`src/rtl/sa_pkg.sv`:
```
// Shared FSM state encoding and default geometry for the
// systolic-array sequencing controller.
package sa_pkg;

  localparam int N_DEF  = 4;
  localparam int DW_DEF = 16;
  localparam int AW_DEF = 32;
  localparam int KW_DEF = 8;

  typedef enum logic [2:0] {
    IDLE,
    CLEAR,
    FEED,
    FLUSH,
    DRAIN,
    DONE
  } sa_state_e;

endpackage

```
`src/rtl/sa_skew_line.sv`:
```
// One operand lane delay line; DEPTH=0 is a wire.
// Zeros entering the line propagate as bubbles.
module sa_skew_line #(
  parameter int DEPTH = 1,
  parameter int W     = 16
) (
  input  logic         clk,
  input  logic         rst_n,
  input  logic [W-1:0] din,
  output logic [W-1:0] dout
);

  if (DEPTH == 0) begin : g_wire
    logic unused_clk;
    assign unused_clk = clk ^ rst_n;
    assign dout = din;
  end else begin : g_sr
    logic [W-1:0] sr [DEPTH];

    always_ff @(posedge clk or negedge rst_n) begin
      if (!rst_n) begin
        for (int d = 0; d < DEPTH; d++) sr[d] <= '0;
      end else begin
        sr[0] <= din;
        for (int d = 1; d < DEPTH; d++) sr[d] <= sr[d-1];
      end
    end

    assign dout = sr[DEPTH-1];
  end

endmodule

```
`src/rtl/sa_seq_ctrl.sv`:
```
// Sequencer for an N x N output-stationary systolic array.
// Optional cycle counter port enabled by SA_SEQ_CTRL_PERF_EN.
module sa_seq_ctrl
  import sa_pkg::*;
#(
  parameter int N          = N_DEF,
  parameter int DATA_WIDTH = DW_DEF,
  parameter int ACC_WIDTH  = AW_DEF,
  parameter int K_WIDTH    = KW_DEF
) (
  input  logic                      clk,
  input  logic                      rst_n,
  input  logic                      start,
  input  logic [K_WIDTH-1:0]        k_len,
  output logic                      busy,
  output logic                      done,
  output logic                      rd_en,
  output logic [K_WIDTH-1:0]        rd_addr,
  input  logic [N*DATA_WIDTH-1:0]   a_rd_data,
  input  logic [N*DATA_WIDTH-1:0]   b_rd_data,
  output logic [N*DATA_WIDTH-1:0]   a_feed,
  output logic [N*DATA_WIDTH-1:0]   b_feed,
  output logic                      pe_enable,
  output logic                      acc_clr,
  input  logic [N*N*ACC_WIDTH-1:0]  psum_in,
  output logic                      out_valid,
  input  logic                      out_ready,
  output logic [$clog2(N)-1:0]      out_row,
`ifdef SA_SEQ_CTRL_PERF_EN
  output logic [N*ACC_WIDTH-1:0]    out_data,
  output logic [31:0]               perf_cycles
`else
  output logic [N*ACC_WIDTH-1:0]    out_data
`endif
);

  localparam int RW = $clog2(N);
  localparam int FW = $clog2(2*N);
  localparam int DW = DATA_WIDTH;
  localparam int RL = N * ACC_WIDTH;
  localparam logic [FW-1:0] FLUSH_LAST = FW'(2*N-2);

  sa_state_e          state;
  logic [K_WIDTH-1:0] k_q;
  logic [FW-1:0]      fcnt;
  logic               rd_valid;

  always_ff @(posedge clk or negedge rst_n) begin
    if (!rst_n) begin
      state     <= IDLE;
      k_q       <= '0;
      fcnt      <= '0;
      rd_valid  <= 1'b0;
      busy      <= 1'b0;
      done      <= 1'b0;
      rd_en     <= 1'b0;
      rd_addr   <= '0;
      pe_enable <= 1'b0;
      acc_clr   <= 1'b0;
      out_valid <= 1'b0;
      out_row   <= '0;
    end else begin
      rd_valid <= rd_en;
      acc_clr  <= 1'b0;
      done     <= 1'b0;
      unique case (state)
        IDLE: begin
          if (start) begin
            k_q     <= k_len;
            busy    <= 1'b1;
            acc_clr <= 1'b1;
            state   <= CLEAR;
          end
        end
        CLEAR: begin
          if (k_q == '0) begin
            out_valid <= 1'b1;
            out_row   <= '0;
            state     <= DRAIN;
          end else begin
            rd_en   <= 1'b1;
            rd_addr <= '0;
            state   <= FEED;
          end
        end
        FEED: begin
          // first datum lands on lane 0 the cycle after address 0
          if (rd_addr == '0) pe_enable <= 1'b1;
          if (rd_addr == k_q - 1'b1) begin
            rd_en   <= 1'b0;
            rd_addr <= '0;
            fcnt    <= '0;
            state   <= FLUSH;
          end else begin
            rd_addr <= rd_addr + 1'b1;
          end
        end
        FLUSH: begin
          if (fcnt == FLUSH_LAST) begin
            pe_enable <= 1'b0;
            out_valid <= 1'b1;
            out_row   <= '0;
            state     <= DRAIN;
          end else begin
            fcnt <= fcnt + 1'b1;
          end
        end
        DRAIN: begin
          if (out_ready) begin
            if (out_row == RW'(N-1)) begin
              out_valid <= 1'b0;
              out_row   <= '0;
              done      <= 1'b1;
              state     <= DONE;
            end else begin
              out_row <= out_row + 1'b1;
            end
          end
        end
        DONE: begin
          busy  <= 1'b0;
          state <= IDLE;
        end
        default: state <= IDLE;
      endcase
    end
  end

  // psums are final after the last enable edge, so mux them live
  always_comb begin
    out_data = '0;
    if (out_valid) begin
      for (int r = 0; r < N; r++) begin
        if (out_row == RW'(r)) out_data = psum_in[r*RL +: RL];
      end
    end
  end

  for (genvar i = 0; i < N; i++) begin : g_lane
    logic [DW-1:0] a_in;
    logic [DW-1:0] b_in;

    assign a_in = rd_valid ? a_rd_data[i*DW +: DW] : '0;
    assign b_in = rd_valid ? b_rd_data[i*DW +: DW] : '0;

    sa_skew_line #(.DEPTH(i), .W(DW)) u_a (
      .clk  (clk),
      .rst_n(rst_n),
      .din  (a_in),
      .dout (a_feed[i*DW +: DW])
    );

    sa_skew_line #(.DEPTH(i), .W(DW)) u_b (
      .clk  (clk),
      .rst_n(rst_n),
      .din  (b_in),
      .dout (b_feed[i*DW +: DW])
    );
  end

`ifdef SA_SEQ_CTRL_PERF_EN
  always_ff @(posedge clk or negedge rst_n) begin
    if (!rst_n) begin
      perf_cycles <= '0;
    end else if (state == IDLE && start) begin
      perf_cycles <= 32'd1;
    end else if (busy && perf_cycles != '1) begin
      perf_cycles <= perf_cycles + 1'b1;
    end
  end
`endif

endmodule

```
`config.mk`:
```
export PLATFORM = sky130hd
export DESIGN_NAME = sa_seq_ctrl
export DESIGN_NICKNAME = d
export VERILOG_FILES = /design/src/rtl/sa_pkg.sv /design/src/rtl/sa_skew_line.sv /design/src/rtl/sa_seq_ctrl.sv
export SDC_FILE = /design/constraint.sdc
export NUM_CORES = 1
export LEC_CHECK = 0
export ABC_CLOCK_PERIOD_IN_PS = 3000
export BUFFER_PORTS_ARGS = -buffer_cell sky130_fd_sc_hd__buf_2
export CELL_PAD_IN_SITES_DETAIL_PLACEMENT = 1
export CELL_PAD_IN_SITES_GLOBAL_PLACEMENT = 2
export CORE_AREA = 5 5 354 356
export CTS_CLUSTER_SIZE = 20
export DETAILED_ROUTE_END_ITERATION = 6
export DIE_AREA = 0 0 359 361
export GPL_TIMING_DRIVEN = 0
export PLACE_DENSITY_LB_ADDON = 0.05
export SLEW_MARGIN = 15
export SYNTH_ARGS = -nofsm -noshare
export SYNTH_HDL_FRONTEND = slang
export SYNTH_HIERARCHICAL = 1
export SYNTH_SLANG_ARGS = --single-unit
```
`constraint.sdc`:
```
create_clock -name clk -period 3 [get_ports clk]
set_input_delay 0 -clock clk [delete_from_list [all_inputs] [get_ports clk]]
set_output_delay 0 -clock clk [all_outputs]
set_load 0.05 [all_outputs]
```
Yosys cells after proc, flatten, opt, wreduce, memory -nomap -nowiden:

Index checks and enable logic that the tools add are counted.

* bits in registers: 223
* input port bits: 652
* output and inout port bits: 272

* $add $sub $neg: 4
* equal/unequal tests: 19
* multiplexer cells: 49
* reduce and logical (&&, ||, !) cells: 17

Operator list (count)
* two-way mux 128 bit: 5
* two-way mux 16 bit: 8
* two-way mux 3 bit: 8
* inequality test 2 bit, second input constant: 9
* logical NOT 8 bit: 2
* two-way mux 8 bit: 2
* one-hot mux 8 bit (2 select lines): 1
* one-hot mux 3 bit (5 select lines): 1
* two-way mux 1 bit: 14
* AND reduction 5 bit: 2
* equality test 3 bit, second input constant: 3
* AND reduction 3 bit: 3
* adder 8 x 1 -> 8 bit, second input constant: 1
* equality test 8 bit: 1
* two-way mux 2 bit: 4
* subtractor 8 x 1 -> 8 bit, second input constant: 1
* equality test 3 x 2 -> 1 bit, second input constant: 2
* one-hot mux 1 bit (2 select lines): 3
* one-hot mux 2 bit (3 select lines): 1
* one-hot mux 3 bit (2 select lines): 1
* AND reduction 2 bit: 3
* nonzero test 2 bit: 3
* equality test 2 bit, second input constant: 2
* AND reduction 4 bit: 1
* 8 further kinds: 8

Logic depth before layout (Yosys ltp):

Gate-level depths: netlist of run 1.

* word-level depth: 6
* mapped depth: 9
* gate-level depth less buffers: 8

Hierarchy:

The synthesis of run 1 kept the hierarchy.

By module, submodules not included
* sa_seq_ctrl: times used 1, cells an instance 1336, area an instance 7701.1 µm²
* sa_skew_line (g_lane[3].u_a ...): times used 2, cells an instance 64, area an instance 1321.3 µm²
* sa_skew_line (g_lane[2].u_a ...): times used 2, cells an instance 48, area an instance 920.9 µm²
* sa_skew_line (g_lane[1].u_a ...): times used 2, cells an instance 16, area an instance 400.4 µm²
* sa_skew_line (g_lane[0].u_a ...): times used 2, cells an instance 16, area an instance 120.1 µm²

Worst setup path after synthesis of run 1:

No wires, ideal clock.

* path type: reg-to-output
* from: reg out_row[0]
* to: out out_data[118]
* data arrival time: 2.429 ns
* required time: 3.000 ns
* setup slack: 0.571 ns
* cell stages (with the launch flop): 8
* path buffers: 3
* cell sequence: dfrtp_1 ha_1 clkbuf_1 buf_1 clkbuf_1 nand2_1 o21ai_0 and2_1

* longest elaborated chain between the ends: 6
* elaborated cells on any way between the ends: 9

Ends and longest elaborated chain
* start: declaration: line sa_seq_ctrl.sv:28 `output logic [$clog2(N)-1:0] out_row,`
* start signal: assignment: line sa_seq_ctrl.sv:116 `out_row <= out_row + 1'b1;`
* logical NOT 2 bit: line sa_seq_ctrl.sv:134 `if (out_row == RW'(r)) out_data = psum_in[r*RL +: RL];`
* two-way mux 128 bit (3 in a row): line sa_seq_ctrl.sv:134
* two-way mux 128 bit *: line sa_seq_ctrl.sv:134
* two-way mux 128 bit *: line sa_seq_ctrl.sv:132 `if (out_valid) begin`
* end: declaration: line sa_seq_ctrl.sv:33 `output logic [N*ACC_WIDTH-1:0] out_data`

Mark *: on every way between the ends. The rest lies on a longest branch, timed or not.

Worst setup path in the final report of run 1:

* from: reg out_row[1]
* to: out out_data[50]

Same word-level chain as after synthesis.

==> flow_summary.ini, run 1 <==
[placed_design]
hpwlAfterDp_mm = 90.62
port_buffers = 923
place_congestion = 0.8466
place_ws_ps = -1051

[drt]
drtIter0Drc = 596
drcViolationCount = 0
dr_total_vias = 16315
avgViaCountPerCell = 3.729
wirelength_mm = 106.7
wire_per_inst_um = 24.40
ant_nets = 0
drt_first_pass_iters = 5

[worst_setup_path]
critPathKind = reg -> out
critPathLaunch = out_row[1]
r2r_start = k_q[0]
worstSetupEndpointType = output pin
arrival_ps = 2840
cp_max_fo = 10
start_kind = register
reg2reg_depth = 9
rr_endpoint = rd_addr[5]
required_ps = 3000
rrSetupSlack_ps = 420

[global_route]
grt_start_max_net_pins = 85
gr-total-overflow = 0
grt_pass1_wl_mm = 144.8
antenna_found_initial = 125
grt_pass1_vias = 17874
grt_use_total = 0.1560

[layout]
multiInputGateArea_mm2 = 0.006466
final_util = 0.1857
nets = 3348
regArea_mm2 = 0.005583
final_layout_size_suffix_gt1_frac = 0.4369
syn2layout_area_growth_pct = 70.46
final_cell_mix = 910 x buf_2, 275 x nand2_1, 256 x and2_1
final_common_cell = buf_2
n_fill_cell = 14727

[clock_network]
path_clk_slew_ps = 60
root_buffer = clkbuf_16
clockBufferDepth = 3
cts_tree = yes
cts-htree-levels = 1
cts_inserted_buffers = 26
clock_latency_ps = 560
cts_sinks = 223

[logic_synthesis]
mappedNetlistArea_mm2 = 0.01323
synthArstFlopShare = 1.000
synth_warnings = 6
syn_inst = 1624
synth_nets = 2285
syn_area_per_cell_um2 = 8.144
ys_ff_latch = 223
synth_edf_count = 0
seq_area_frac_synth = 0.4219
ys_types = 47
synthFlopType = dfrtp_1

[sta]
fin_skew_ps = 18.19
hold_violations = 0
slew_headroom = 0.3469
setup_viol = 0
worst_slack_ps = 158.8
maxSlewViolCount = 0
worstMarginPinSlew_ps = 979.7
finalCriticalPeriod_ps = 2841
rsz0062_at_grt = yes
max_freq_ghz = 0.3520
fin_tns_setup_ps = 0
period_share = 0.9471

[run]
max_cap_violations = 0

[pwr]
p_leak_uw = 0.01033
vdd_drop_max_mv = 0.6672
powerDensity_mw_per_mm2 = 1128

[die]
dieHeight_um = 361
coreArea_mm2 = 0.1214
die_area_mm2 = 0.1296
ios = 924
die_w_um = 359
initial_core_util = 0.1090
rows = 128

[status]
status = finished, final reports clean

[hold_path]
hold_class = in -> async
worst max-delay path by stage:
| stage | to | slack, ps |
|---|---|---|
| 2_1_floorplan | out_data[118] | 570 |
| 3_3_place_gp | g_lane[1].u_b/dout[13] | -2480 |
| 3_5_place_dp | out_data[18] | -1050 |
| 4_1_cts | out_data[74] | -90 |
| 5_1_grt | out_data[100] | -10 |
| 6_report | out_data[50] | 160 |
where the power goes:
group / switching, uW / internal, uW / leakage, uW
Sequential: 255 / 3470 / 0.00262
Clock: 1330 / 2040 / 0.000446
Combinational: 13200 / 5180 / 0.00726
Total: 14700 / 10700 / 0.0103
per-layer routing:
layer | GRT usage | routed length (um) | vias up
li1 | - | - | 7503
met1 | 0.1688 | 39700 | 7939
met2 | 0.2995 | 56710 | 610
met3 | 0.04968 | 7536 | 221
met4 | 0.02692 | 2544 | 42
met5 | 0 | 249 | -
critical path, cell delays in order (launching register included):
cell and delay (ps):
dfrtp_2 460, inv_1 120, ha_2 250, clkbuf_8 230, clkbuf_2 300, nand3b_1 150
a21oi_1 70, a21oi_1 210, o21ai_0 100, and2_1 180, buf_2 210
state kept, by name, summed over array words and instances, names as in the netlist, 2 cells and up:
| register | cells |
|---|---|
| g_lane.u_b/g_sr.sr | 48 |
| fcnt | 3 |
| rd_addr | 8 |
| g_lane.u_b/dout | 48 |
| k_q | 8 |
| out_row | 2 |
| g_lane.u_a/g_sr.sr | 48 |
| state | 3 |
| g_lane.u_a/dout | 48 |
cell usage after synthesis (3+ instances only):
| master | number | area share |
|---|---|---|
| a21o_1 | 3 | 0.0017 |
| a21oi_1 | 260 | 0.098 |
| a22o_1 | 3 | 0.0020 |
| and2_1 | 259 | 0.12 |
| buf_1 | 9 | 0.0026 |
| buf_4 | 96 | 0.054 |
| clkbuf_1 | 125 | 0.035 |
| dfrtp_1 | 223 | 0.42 |
| ha_1 | 9 | 0.0085 |
| inv_1 | 13 | 0.0037 |
| mux2_2 | 4 | 0.0034 |
| nand2_1 | 275 | 0.078 |
| nand2b_1 | 4 | 0.0019 |
| nand3_1 | 10 | 0.0038 |
| nand3b_1 | 130 | 0.074 |
| nor2_1 | 8 | 0.0023 |
| nor3_1 | 7 | 0.0026 |
| nor4_1 | 3 | 0.0014 |
| o21ai_0 | 139 | 0.053 |
| xnor2_1 | 8 | 0.0053 |
metrics by stage:
stage / hold slack, ps / instance area (um^2) / cells / power, uW
CTS: 38.18 / 22280 / 4326 / 25860
global route: 62.50 / 22480 / 4350 / 27180
floorplan: -295.6 / 13230 / 1624 / 15640
detailed placement: -201.4 / 19970 / 4175 / 21740
finish: 37.15 / 22550 / 4375 / 25430
global placement: 215.3 / 19880 / 4172 / 21730
layout make-up:
| class | count | area share |
|---|---|---|
| plain buffers | 230 | 0.06737 |
| diodes | 47 | 0.005217 |
| clock inverters | 11 | 0.007381 |
| clock buffers | 33 | 0.03224 |
| repair buffers | 1036 | 0.2610 |
| inverters | 13 | 0.002164 |
| flip-flops and latches | 223 | 0.2476 |
| multi-input cells | 1157 | 0.2868 |
| well taps | 1625 | 0.09018 |
timing repair:
item / CTS / global route
hold endpoints to repair: 251 / 0
hold buffers: 108 / 0
buffers inserted: 0 / 2
setup endpoints to repair: 131 / 115
pin swaps: 0 / 2
gates cloned: 0 / 0
gates resized for setup: 155 / 87
kinds of logic after synthesis:
family	synth area share
flops	0.4219
compound gates	0.1674
simple gates	0.2955
fa+ha+maj	0.008514
xor+xnor	0.006622
mux	0.003405
buf+inv	0.09658
Note: power is estimated with default switching activity, not from simulation.
==> run 2, diff against run 1 <==
==> constraint.sdc (replaced) <==
create_clock -name clk -period 3 [get_ports clk]
set_input_delay 0.15 -clock clk [delete_from_list [all_inputs] [get_ports clk]]
set_output_delay 0.15 -clock clk [all_outputs]
set_load 0.05 [all_outputs]
==> run 2 against run 1 <==
Compared with the run above: die area unchanged; clock power about the same; utilization increased by 0.28 points; critical endpoint is now out_data[64]; non-clock buffer count increased by 4; highest routed layer unchanged; first-iteration DRC count increased by 10%; clock-buffer cell count unchanged; total power increased by 2.4%; fmax increased by 0.38%; final cell count increased by 0.11%; sequential power about the same.
==> flow_summary.ini, run 2 (synthesized netlist as in run 1, its figures left out) <==
[die]
rows = 128
initial_core_util = 0.1090
ios = 924
die_w_um = 359
die_area_mm2 = 0.1296
dieHeight_um = 361
coreArea_mm2 = 0.1214

[clock_network]
clock_latency_ps = 560
root_buffer = clkbuf_16
cts_inserted_buffers = 26
path_clk_slew_ps = 60
clockBufferDepth = 3
cts_tree = yes
cts_sinks = 223
cts-htree-levels = 1

[drt]
wire_per_inst_um = 24.38
drt_first_pass_iters = 5
dr_total_vias = 16346
wirelength_mm = 106.8
ant_nets = 0
drtIter0Drc = 657
avgViaCountPerCell = 3.732
drcViolationCount = 0

[sta]
fin_skew_ps = 20.03
period_share = 0.9435
maxSlewViolCount = 0
setup_viol = 0
hold_violations = 0
fin_tns_setup_ps = 0
slew_headroom = 0.3478
finalCriticalPeriod_ps = 2830
max_freq_ghz = 0.3533
worstMarginPinSlew_ps = 978.3
rsz0062_at_grt = yes
worst_slack_ps = 169.5

[pwr]
power_frac_comb = 0.728
vdd_drop_max_mv = 0.5781
p_total_uw = 26040
p_leak_uw = 0.01042
switching_share = 0.5691
p_switching_uw = 14820
power.share.sequential = 0.143
p_int_uw = 11220
p_clk_frac = 0.129
powerDensity_mw_per_mm2 = 1138

[layout]
nets = 3352
final_common_cell = buf_2
final_cell_mix = 861 x buf_2, 275 x nand2_1, 255 x and2_1
syn2layout_area_growth_pct = 72.98
final_layout_size_suffix_gt1_frac = 0.4407
n_fill_cell = 14689
instances_no_fill = 4380
final_util = 0.1885

[worst_setup_path]
cp_max_fo = 10
r2r_start = k_q[0]
path_cells = inv_1 -> ha_2 -> buf_8 -> buf_4 -> nand3b_1 -> a21oi_1 -> a21oi_1 -> o21ai_0 -> and2_2 -> buf_4
required_ps = 2850
arrival_ps = 2680
rrSetupSlack_ps = 400
path_delay_family = buffers and inverters
worst_path_max_delay_cell = dfrtp_2
worstSetupEndpointType = output pin
start_kind = register
critPathKind = reg -> out
worstPathBufferInverterCount = 4
cpPeakStageDelay_ps = 460
rr_endpoint = out_row[1]
reg2reg_depth = 8

[placed_design]
place_inst = 4175
place_ws_ps = -1201
place_congestion = 0.8466
port_buffers = 923
hpwlAfterDp_mm = 90.62

[global_route]
gr-total-overflow = 0
grt_start_max_net_pins = 85
grt_pass1_vias = 17909
grt_use_total = 0.1562
grt_pass1_wl_mm = 145.1
antenna_found_initial = 124

[run]
max_cap_violations = 0

[status]
status = finished, final reports clean

[hold_path]
hold_class = in -> async
[run 2: cell types whose count changed in the layout (fill, tap and decap cells not counted), sizes merged]
cell | before | now
clkbuf | 147 | 166
buf | 1044 | 1028
clkdlybuf4s15 | 0 | 1
diode | 47 | 48
[run 2: cell type report]
type,instances,area (um^2),area share
well taps,1625,2033,0.08887
plain buffers,231,1657,0.07241
diodes,48,120.1,0.005250
clock inverters,11,166.4,0.007273
flip-flops and latches,223,5583,0.2440
inverters,13,48.80,0.002133
multi-input cells,1157,6504,0.2843
clock buffers,33,726.9,0.03177
repair buffers,1039,6041,0.2640
[run 2: how the worst max path moves through the flow]
stage,startpoint,to,slack (ps),depth (start not counted)
floorplan,out_row[0],out_data[118],420,7
global placement,rst_n,g_lane[1].u_b/dout[13],-2630,1
detailed placement,out_row[0],out_data[18],-1200,8
CTS,out_row[1],out_data[72],-20,10
global route,out_row[0],out_data[18],-40,10
finish,out_row[0],out_data[64],170,10
[run 2: what timing repair did]
item                       CTS  global route
hold endpoints to repair   194             0
pin swaps                    0             4
buffers inserted             1             4
resized for setup          226           109
hold buffers               108             0
setup endpoints to repair  131           125
[run 2: worst reg2reg max path, stage by stage (launching register included)]
cell,delay (ps)
dfrtp_1,450
inv_1,110
ha_1,190
nor3b_1,470
a311oi_2,340
and3b_1,300
clkbuf_1,250
o21ai_0,180
a22o_1,200
[run 2: layer usage]
layer,routed length (um),track usage,share of wire,vias to the layer above
met4,2623,0.02684,0.025,42
met3,7942,0.04949,0.074,222
met5,261,0,0.0024,-
met2,56690,0.3003,0.53,618
met1,39280,0.1690,0.37,7949
li1,-,-,-,7515
[run 2: power by group through the flow]
stage               Clock [uW]  Combinational, uW  Sequential, uW
floorplan                    0              11600            4070
global placement             0              18000            3770
detailed placement           0              18000            3780
CTS                       3560              19000            3730
global route              3670              20400            3770
finish                    3370              19000            3720
[run 2: stage by stage]
stage               hold slack [ps]  cell area (um^2)
floorplan                    -145.6             13230
global placement              331.3             19880
detailed placement           -51.44             19970
CTS                           188.2             22520
global route                  212.5             22810
finish                        187.8             22880
